--- src/rtl/exec_ctrl_unit.sv ---
// exec_ctrl_unit
// Combined control decode, ALU-control decode and ALU for the RV32IM core.
// Every output is registered: values presented with in_valid=1 appear on
// the outputs one cycle later. With in_valid=0 the outputs hold their
// previous values while out_valid drops to 0.
//
// Optional feature: define EXEC_MULDIV_EN to decode and execute the
// M-extension (MUL/MULH/MULHSU/MULHU/DIV/DIVU/REM/REMU) as single-cycle
// logic. Without it, R-type funct7=0000001 is flagged illegal and no
// multiply/divide hardware is built.
//
// Handshake: in_valid qualifies the inputs on the rising clk edge; there is
// no ready, every cycle may carry a new operation; out_valid is in_valid
// delayed by one cycle.
//
// Ports:
//   clk, rst                   clock, synchronous active-high reset
//   in_valid                   input capture qualifier
//   opcode, funct3, funct7     instruction fields
//   pc, rs1_val, rs2_val, imm  operands
//   out_valid                  registered in_valid
//   reg_write .. auipc         control strobes
//   alu_op                     class (00 add, 01 branch, 10 R, 11 I)
//   alu_ctrl                   ALU operation code
//   result, zero, branch_taken ALU/link result and flags
//   illegal                    unsupported opcode or function
module exec_ctrl_unit (
    input  logic        clk,
    input  logic        rst,
    input  logic        in_valid,
    input  logic [6:0]  opcode,
    input  logic [2:0]  funct3,
    input  logic [6:0]  funct7,
    input  logic [31:0] pc,
    input  logic [31:0] rs1_val,
    input  logic [31:0] rs2_val,
    input  logic [31:0] imm,
    output logic        out_valid,
    output logic        reg_write,
    output logic        alu_src,
    output logic        mem_read,
    output logic        mem_write,
    output logic        branch,
    output logic        jump,
    output logic        jump_r,
    output logic        mem_to_reg,
    output logic        auipc,
    output logic [1:0]  alu_op,
    output logic [4:0]  alu_ctrl,
    output logic [31:0] result,
    output logic        zero,
    output logic        branch_taken,
    output logic        illegal
);

    localparam logic [6:0] OP_R      = 7'b0110011;
    localparam logic [6:0] OP_I      = 7'b0010011;
    localparam logic [6:0] OP_LOAD   = 7'b0000011;
    localparam logic [6:0] OP_STORE  = 7'b0100011;
    localparam logic [6:0] OP_BRANCH = 7'b1100011;
    localparam logic [6:0] OP_JAL    = 7'b1101111;
    localparam logic [6:0] OP_JALR   = 7'b1100111;
    localparam logic [6:0] OP_LUI    = 7'b0110111;
    localparam logic [6:0] OP_AUIPC  = 7'b0010111;

    localparam logic [4:0] ALU_ADD  = 5'd0;
    localparam logic [4:0] ALU_SUB  = 5'd1;
    localparam logic [4:0] ALU_SLL  = 5'd2;
    localparam logic [4:0] ALU_SLT  = 5'd3;
    localparam logic [4:0] ALU_SLTU = 5'd4;
    localparam logic [4:0] ALU_XOR  = 5'd5;
    localparam logic [4:0] ALU_SRL  = 5'd6;
    localparam logic [4:0] ALU_SRA  = 5'd7;
    localparam logic [4:0] ALU_OR   = 5'd8;
    localparam logic [4:0] ALU_AND  = 5'd9;
    localparam logic [4:0] ALU_NE   = 5'd10;
    localparam logic [4:0] ALU_LT   = 5'd11;
    localparam logic [4:0] ALU_GE   = 5'd12;
    localparam logic [4:0] ALU_LTU  = 5'd13;
    localparam logic [4:0] ALU_GEU  = 5'd14;
`ifdef EXEC_MULDIV_EN
    localparam logic [4:0] ALU_MUL    = 5'd16;
    localparam logic [4:0] ALU_MULH   = 5'd17;
    localparam logic [4:0] ALU_MULHSU = 5'd18;
    localparam logic [4:0] ALU_MULHU  = 5'd19;
    localparam logic [4:0] ALU_DIV    = 5'd20;
    localparam logic [4:0] ALU_DIVU   = 5'd21;
    localparam logic [4:0] ALU_REM    = 5'd22;
    localparam logic [4:0] ALU_REMU   = 5'd23;
`endif

    // ---------------------------------------------------------------
    // Main control decode
    // ---------------------------------------------------------------
    logic       d_reg_write, d_alu_src, d_mem_read, d_mem_write;
    logic       d_branch, d_jump, d_jump_r, d_mem_to_reg, d_auipc;
    logic [1:0] d_alu_op;
    logic       d_is_lui;
    logic       op_illegal;

    always_comb begin
        d_reg_write  = 1'b0;
        d_alu_src    = 1'b0;
        d_mem_read   = 1'b0;
        d_mem_write  = 1'b0;
        d_branch     = 1'b0;
        d_jump       = 1'b0;
        d_jump_r     = 1'b0;
        d_mem_to_reg = 1'b0;
        d_auipc      = 1'b0;
        d_alu_op     = 2'b00;
        d_is_lui     = 1'b0;
        op_illegal   = 1'b0;
        case (opcode)
            OP_R: begin
                d_reg_write = 1'b1;
                d_alu_op    = 2'b10;
            end
            OP_I: begin
                d_reg_write = 1'b1;
                d_alu_src   = 1'b1;
                d_alu_op    = 2'b11;
            end
            OP_LOAD: begin
                d_reg_write  = 1'b1;
                d_alu_src    = 1'b1;
                d_mem_read   = 1'b1;
                d_mem_to_reg = 1'b1;
            end
            OP_STORE: begin
                d_alu_src   = 1'b1;
                d_mem_write = 1'b1;
            end
            OP_BRANCH: begin
                d_branch = 1'b1;
                d_alu_op = 2'b01;
            end
            OP_JAL: begin
                d_reg_write = 1'b1;
                d_jump      = 1'b1;
            end
            OP_JALR: begin
                d_reg_write = 1'b1;
                d_alu_src   = 1'b1;
                d_jump_r    = 1'b1;
            end
            OP_LUI: begin
                d_reg_write = 1'b1;
                d_alu_src   = 1'b1;
                d_is_lui    = 1'b1;
            end
            OP_AUIPC: begin
                d_reg_write = 1'b1;
                d_alu_src   = 1'b1;
                d_auipc     = 1'b1;
            end
            default: op_illegal = 1'b1;
        endcase
    end

    // ---------------------------------------------------------------
    // ALU-control decode
    // ---------------------------------------------------------------
    // Shared R/I funct3 map; sra_sel picks the arithmetic right shift.
    function automatic logic [4:0] base_code(input logic [2:0] f3, input logic sra_sel);
        logic [4:0] code;
        case (f3)
            3'b000:  code = ALU_ADD;
            3'b001:  code = ALU_SLL;
            3'b010:  code = ALU_SLT;
            3'b011:  code = ALU_SLTU;
            3'b100:  code = ALU_XOR;
            3'b101:  code = sra_sel ? ALU_SRA : ALU_SRL;
            3'b110:  code = ALU_OR;
            default: code = ALU_AND;
        endcase
        return code;
    endfunction

    logic [4:0] c_alu_ctrl;
    logic       fn_illegal;

    always_comb begin
        c_alu_ctrl = ALU_ADD;
        fn_illegal = 1'b0;
        case (d_alu_op)
            2'b01: begin
                // Each branch code yields 0 exactly when the branch is taken.
                case (funct3)
                    3'b000:  c_alu_ctrl = ALU_SUB;
                    3'b001:  c_alu_ctrl = ALU_NE;
                    3'b100:  c_alu_ctrl = ALU_LT;
                    3'b101:  c_alu_ctrl = ALU_GE;
                    3'b110:  c_alu_ctrl = ALU_LTU;
                    3'b111:  c_alu_ctrl = ALU_GEU;
                    default: fn_illegal = 1'b1;
                endcase
            end
            2'b10: begin
                case (funct7)
                    7'b0000000: c_alu_ctrl = base_code(funct3, 1'b0);
                    7'b0100000: begin
                        if (funct3 == 3'b000)      c_alu_ctrl = ALU_SUB;
                        else if (funct3 == 3'b101) c_alu_ctrl = ALU_SRA;
                        else                       fn_illegal = 1'b1;
                    end
                    7'b0000001: begin
`ifdef EXEC_MULDIV_EN
                        c_alu_ctrl = {2'b10, funct3};
`else
                        fn_illegal = 1'b1;
`endif
                    end
                    default: fn_illegal = 1'b1;
                endcase
            end
            2'b11:   c_alu_ctrl = base_code(funct3, funct7[5]);
            default: c_alu_ctrl = ALU_ADD;
        endcase
    end

    // ---------------------------------------------------------------
    // Operand muxing and ALU
    // ---------------------------------------------------------------
    logic [31:0] op_a, op_b;
    logic        lt_s, lt_u;

    assign op_a = d_auipc  ? pc    :
                  d_is_lui ? 32'd0 : rs1_val;
    assign op_b = d_alu_src ? imm : rs2_val;
    assign lt_s = $signed(op_a) < $signed(op_b);
    assign lt_u = op_a < op_b;

`ifdef EXEC_MULDIV_EN
    // One 64x64 multiplier on sign- or zero-extended operands covers all
    // four multiply flavours; the low 64 bits are exact in every case.
    logic        mul_a_sgn, mul_b_sgn;
    logic [63:0] mul_a64, mul_b64, mul_p;
    assign mul_a_sgn = (c_alu_ctrl == ALU_MULH) || (c_alu_ctrl == ALU_MULHSU);
    assign mul_b_sgn = (c_alu_ctrl == ALU_MULH);
    assign mul_a64   = {{32{mul_a_sgn & op_a[31]}}, op_a};
    assign mul_b64   = {{32{mul_b_sgn & op_b[31]}}, op_b};
    assign mul_p     = mul_a64 * mul_b64;

    // Divisors are replaced by 1 in the corner cases so the dividers never
    // see /0 or INT_MIN/-1; the corner results are muxed in afterwards.
    logic        div_b_zero, div_ovf;
    logic [31:0] div_b_s, div_b_u, quot_s, quot_u, rem_s, rem_u;
    assign div_b_zero = (op_b == 32'd0);
    assign div_ovf    = (op_a == 32'h8000_0000) && (op_b == 32'hFFFF_FFFF);
    assign div_b_s    = (div_b_zero || div_ovf) ? 32'd1 : op_b;
    assign div_b_u    = div_b_zero ? 32'd1 : op_b;
    assign quot_s     = $signed(op_a) / $signed(div_b_s);
    assign rem_s      = $signed(op_a) % $signed(div_b_s);
    assign quot_u     = op_a / div_b_u;
    assign rem_u      = op_a % div_b_u;
`endif

    logic [31:0] alu_y;

    always_comb begin
        alu_y = 32'd0;
        case (c_alu_ctrl)
            ALU_ADD:  alu_y = op_a + op_b;
            ALU_SUB:  alu_y = op_a - op_b;
            ALU_SLL:  alu_y = op_a << op_b[4:0];
            ALU_SLT:  alu_y = {31'd0, lt_s};
            ALU_SLTU: alu_y = {31'd0, lt_u};
            ALU_XOR:  alu_y = op_a ^ op_b;
            ALU_SRL:  alu_y = op_a >> op_b[4:0];
            ALU_SRA:  alu_y = $signed(op_a) >>> op_b[4:0];
            ALU_OR:   alu_y = op_a | op_b;
            ALU_AND:  alu_y = op_a & op_b;
            ALU_NE:   alu_y = {31'd0, op_a == op_b};
            ALU_LT:   alu_y = {31'd0, ~lt_s};
            ALU_GE:   alu_y = {31'd0, lt_s};
            ALU_LTU:  alu_y = {31'd0, ~lt_u};
            ALU_GEU:  alu_y = {31'd0, lt_u};
`ifdef EXEC_MULDIV_EN
            ALU_MUL:    alu_y = mul_p[31:0];
            ALU_MULH:   alu_y = mul_p[63:32];
            ALU_MULHSU: alu_y = mul_p[63:32];
            ALU_MULHU:  alu_y = mul_p[63:32];
            ALU_DIV:    alu_y = div_b_zero ? 32'hFFFF_FFFF :
                                div_ovf    ? 32'h8000_0000 : quot_s;
            ALU_DIVU:   alu_y = div_b_zero ? 32'hFFFF_FFFF : quot_u;
            ALU_REM:    alu_y = div_b_zero ? op_a :
                                div_ovf    ? 32'd0 : rem_s;
            ALU_REMU:   alu_y = div_b_zero ? op_a : rem_u;
`endif
            default:  alu_y = 32'd0;
        endcase
    end

    // ---------------------------------------------------------------
    // Final selection; an illegal operation clears everything else.
    // ---------------------------------------------------------------
    logic        fin_illegal;
    logic [31:0] nxt_result;

    assign fin_illegal = op_illegal | fn_illegal;
    assign nxt_result  = fin_illegal            ? 32'd0 :
                         (d_jump | d_jump_r)    ? pc + 32'd4 : alu_y;

    always_ff @(posedge clk) begin
        if (rst) begin
            out_valid    <= 1'b0;
            reg_write    <= 1'b0;
            alu_src      <= 1'b0;
            mem_read     <= 1'b0;
            mem_write    <= 1'b0;
            branch       <= 1'b0;
            jump         <= 1'b0;
            jump_r       <= 1'b0;
            mem_to_reg   <= 1'b0;
            auipc        <= 1'b0;
            alu_op       <= 2'b00;
            alu_ctrl     <= 5'd0;
            result       <= 32'd0;
            zero         <= 1'b0;
            branch_taken <= 1'b0;
            illegal      <= 1'b0;
        end else begin
            out_valid <= in_valid;
            if (in_valid) begin
                reg_write    <= d_reg_write  & ~fin_illegal;
                alu_src      <= d_alu_src    & ~fin_illegal;
                mem_read     <= d_mem_read   & ~fin_illegal;
                mem_write    <= d_mem_write  & ~fin_illegal;
                branch       <= d_branch     & ~fin_illegal;
                jump         <= d_jump       & ~fin_illegal;
                jump_r       <= d_jump_r     & ~fin_illegal;
                mem_to_reg   <= d_mem_to_reg & ~fin_illegal;
                auipc        <= d_auipc      & ~fin_illegal;
                alu_op       <= fin_illegal ? 2'b00 : d_alu_op;
                alu_ctrl     <= fin_illegal ? 5'd0  : c_alu_ctrl;
                result       <= nxt_result;
                zero         <= (nxt_result == 32'd0);
                branch_taken <= d_branch & ~fin_illegal & (nxt_result == 32'd0);
                illegal      <= fin_illegal;
            end
        end
    end

endmodule

--- config.mk ---
export PLATFORM = sky130hd
export DESIGN_NAME = exec_ctrl_unit
export DESIGN_NICKNAME = d
export VERILOG_FILES = /design/src/rtl/exec_ctrl_unit.sv
export SDC_FILE = /design/constraint.sdc
export NUM_CORES = 1
export LEC_CHECK = 0
export ABC_AREA = 1
export CAP_MARGIN = 20
export CORE_MARGIN = 2
export CORE_UTILIZATION = 45
export DETAILED_ROUTE_END_ITERATION = 10
export GPL_ROUTABILITY_DRIVEN = 0
export PLACE_DENSITY_LB_ADDON = 0.12
export SLEW_MARGIN = 10
export SYNTH_ARGS = -nofsm -noshare
export SYNTH_HDL_FRONTEND = slang
export SYNTH_SLANG_ARGS = --single-unit
--- constraint.sdc ---
create_clock -name clk -period 11.8 [get_ports clk]
set_input_delay 2.36 -clock clk [delete_from_list [all_inputs] [get_ports clk]]
set_output_delay 2.36 -clock clk [all_outputs]
set_load 0.02 [all_outputs]
==> metrics.md <==
| Metric | Value |
|---|---|
| Outcome | `completed` |
| Average cell area after synthesis | `5.14 um^2` |
| Crit path to | `zero$_SDFFE_PP0P_` |
| Core ar. | `30,500 um^2` |
| Primary FF master, synth | `dfxtp_1` |
| Post-synth EDFFs | `0` |
| Fin worst setup slack | `2.81 ns` |
| DRC violations left | `0` |
| Cell variety after synth | `52` |
| DIE AREA | `32,400 um^2` |
| TritonCTS Sinks | `50` |
| CP peak stage delay | `0.66 ns` |
| Final setup viols | `0` |
| WHS Path Cells | `2` |
| Post-Place Setup Slack | `2.85 ns` |
| Origin of the critical flop-to-flop path | `result[0]$_SDFFE_PP0P_` |
| Ant diodes | `0` |
| Period utilisation layout | `76.2%` |
| Post-synthesis xor/xnor area fraction | `1.19%` |
| Max_slew headroom | `28.8%` |
| YS warnings | `0` |
| Initial antenna violation count | `1` |
| Crit-path slowest cell | `inv_2` |
| Max Cap Viol | `0` |
| Crit-path max FO | `55` |
| Post-synthesis compound-gate area fraction | `19.2%` |
| Drt wl/cell | `20.9 um` |
| Largest family of logic cells by synthesized area | `simple AND/OR/NAND/NOR gates` |
| Clock slew at the register clock pins of the worst setup and hold paths | `0.07 ns` |
| Pwr Density | `65.9 nW/um^2` |
| Register area share after synthesis | `7.18%` |
| TNS Setup | `0 ns` |
| Initial DRT Pass Iterations | `9` |
| Largest regs | `result (32), alu_ctrl (4), alu_op (2)` |
| CP Launch Point | `opcode[4]` |
| CTS buffer count | `5` |
| Mapped Area | `13,900 um^2` |
| Leakage | `0.00826 uW` |
| Post-synthesis mux area share | `0%` |
| Fmax achieved | `111 MHz` |
| Vias in the first global route | `17,325` |
| Max FFs per register | `32` |
| Die Ht | `180 um` |
| Layout net count | `3,098` |
| Tot GR Track Use | `39.8%` |
| Area Growth Syn to Fin | `16.9%` |
| Total Wirelength | `67,600 um` |
| WP data arrival | `9.24 ns` |
| R2R Path End | `result[0]$_SDFFE_PP0P_` |
| Synth Instances | `2,712` |
| Routed vias/inst | `6.03` |
| Crit. End Element | `flip-flop` |
| WP data required | `12.05 ns` |
| Worst-Skew Late Latency | `0.30 ns` |
| Bufs on Longest Clock Path | `2` |
| Final hold violation count | `0` |
| # rows | `64` |
| Register-to-Register Setup Slack | `11.09 ns` |
| Chip width | `180 um` |
| Tmin final | `8.99 ns` |
| Synthesized flop and latch total | `50` |
| Post-DP HPWL | `54,100 um` |
| Routed vias | `19,486` |
| Skew final | `0 ns` |
| Slew Limit Fails | `0` |
| Class of the worst hold path | `reg2reg` |
| I/O Buffers | `198` |
| Synth Area in Simple Gates | `48.6%` |
| Hold buffers post-CTS | `0` |
| Starting Density | `45.7%` |
| Most used cell, CP | `nand2_1` |
| Syn nets | `2,978` |
| First-pass GRT wire length | `101,000 um` |
| Total power draw | `1070 uW` |
| Ys async rst share | `0%` |
| Layout cells sized above 1 | `3.57%` |
| H-tree levels | `2` |
| Largest area contributor in the netlist | `nand2_1` |
| R2R cell count | `2` |
| CTS resizes | `0` |
| DRT iter0 DRCs | `3,326` |
| Grt ovf | `0` |
| Largest net degree at the start of global routing | `73` |
| # IOs | `200` |
| Root Driver | `clkbuf_16` |
| Worst-Margin Slew | `1.06 ns` |
| CTS tree | `yes` |
| Post-synthesis adder-cell area fraction | `10.7%` |
| Top reg by flops | `result` |
| Most frequent cells in the layout | `nand2_1 (816), nand3_1 (388), inv_1 (311), nor2_1 (278), clkdlybuf4s50_1 (198)` |
| Most common cell after layout, fill and taps aside | `nand2_1` |
| Synth area leaders | `nand2_1 (22%), nand3_1 (14%), ha_1 (10%)` |
| Final ANT Viol Nets | `0` |
| Max VDD drop | `0.0599 mV` |
| RSZ-0062 raised after global routing | `false` |
| CP Class | `in2reg` |
| CP Launch Type | `input port` |
| Synth top area share | `22.0%` |
| Setup bufs post-CTS | `0` |
[cell families after synthesis]
kind of cell             count (synthesis)
AND/OR/NAND/NOR                       1597
XOR/XNOR                                19
AO/OA/AOI/OAI                          476
other                                    1
adder cells (fa/ha/maj)                118
flip-flops                              50
buffers and inverters                  451
[power by group]
part           internal (uW)  switching (uW)
sequential               171            2.88
combinational            234             505
clock                   81.7            78.8
[layer usage]
| metal | vias to the layer above | track usage (%) | share of wire [%] |
|---|---|---|---|
| met5 | - | 0 | 0.025 |
| met4 | 2 | 25.3 | 8.0 |
| met3 | 277 | 12.3 | 15 |
| met2 | 1524 | 54.9 | 38 |
| li1 | 9111 | - | - |
| met1 | 8572 | 53.1 | 39 |
[cell type report]
class | count | area (um^2)
clock inverter | 3 | 28.8
tap | 396 | 495
fill | 3254 | 14200
multi-input combinational | 2211 | 11100
inverter | 326 | 1230
sequential | 50 | 1000
timing repair buffer | 238 | 2290
clock buffer | 5 | 125
[how the worst min path moves through the flow]
stage                            start                 endpoint  slack (ns)
2_1_floorplan      branch$_SDFFE_PP0P_      branch$_SDFFE_PP0P_        0.53
3_5_place_dp    result[2]$_SDFFE_PP0P_   result[2]$_SDFFE_PP0P_        0.45
6_report       result[17]$_SDFFE_PP0P_  result[17]$_SDFFE_PP0P_        0.47
4_1_cts            branch$_SDFFE_PP0P_      branch$_SDFFE_PP0P_        0.47
3_3_place_gp       branch$_SDFFE_PP0P_      branch$_SDFFE_PP0P_        0.45
5_1_grt         mem_write$_SDFFE_PP0P_   mem_write$_SDFFE_PP0P_        0.50
[critical path, delay by kind of cell]
family,cells,cell delay (ns)
AOI/OAI and AO/OA,6,1.40
adders and majority gates,1,0.59
buffers and inverters,6,2.06
and+or+nand+nor,18,2.82
[through the flow]
step / util (%) / cell area [um^2] / cells / hold WS, ns
floorplan: - / 13900 / 2712 / 0.531
global placement: 52.8 / 16100 / 3220 / 0.448
detailed placement: 52.8 / 16100 / 3220 / 0.451
CTS: 53.4 / 16300 / 3228 / 0.472
global route: 53.4 / 16300 / 3229 / 0.497
finish: 53.4 / 16300 / 3229 / 0.465
[cell usage after synthesis (5+ instances only)]
master    number
o211ai_1      16
a21o_1        12
a32o_1        12
o22ai_1       17
xnor2_1        5
nor2_1       281
ha_1         116
a31oi_1        9
nor3_1        25
clkbuf_1      62
inv_1        311
nand2_2        5
a21boi_0       7
nand3_1      388
nand4_1       35
inv_2         13
o21ai_0      194
nand2_1      816
buf_4          8
nor2_2         8
buf_6          6
buf_2         43
a21oi_1      153
or2_2         11
dfxtp_1       50
nor4_1        12
buf_1          6
o21bai_1      15
xor2_1        14
o21ai_1       22
Note: power is estimated with default switching activity, not from simulation.
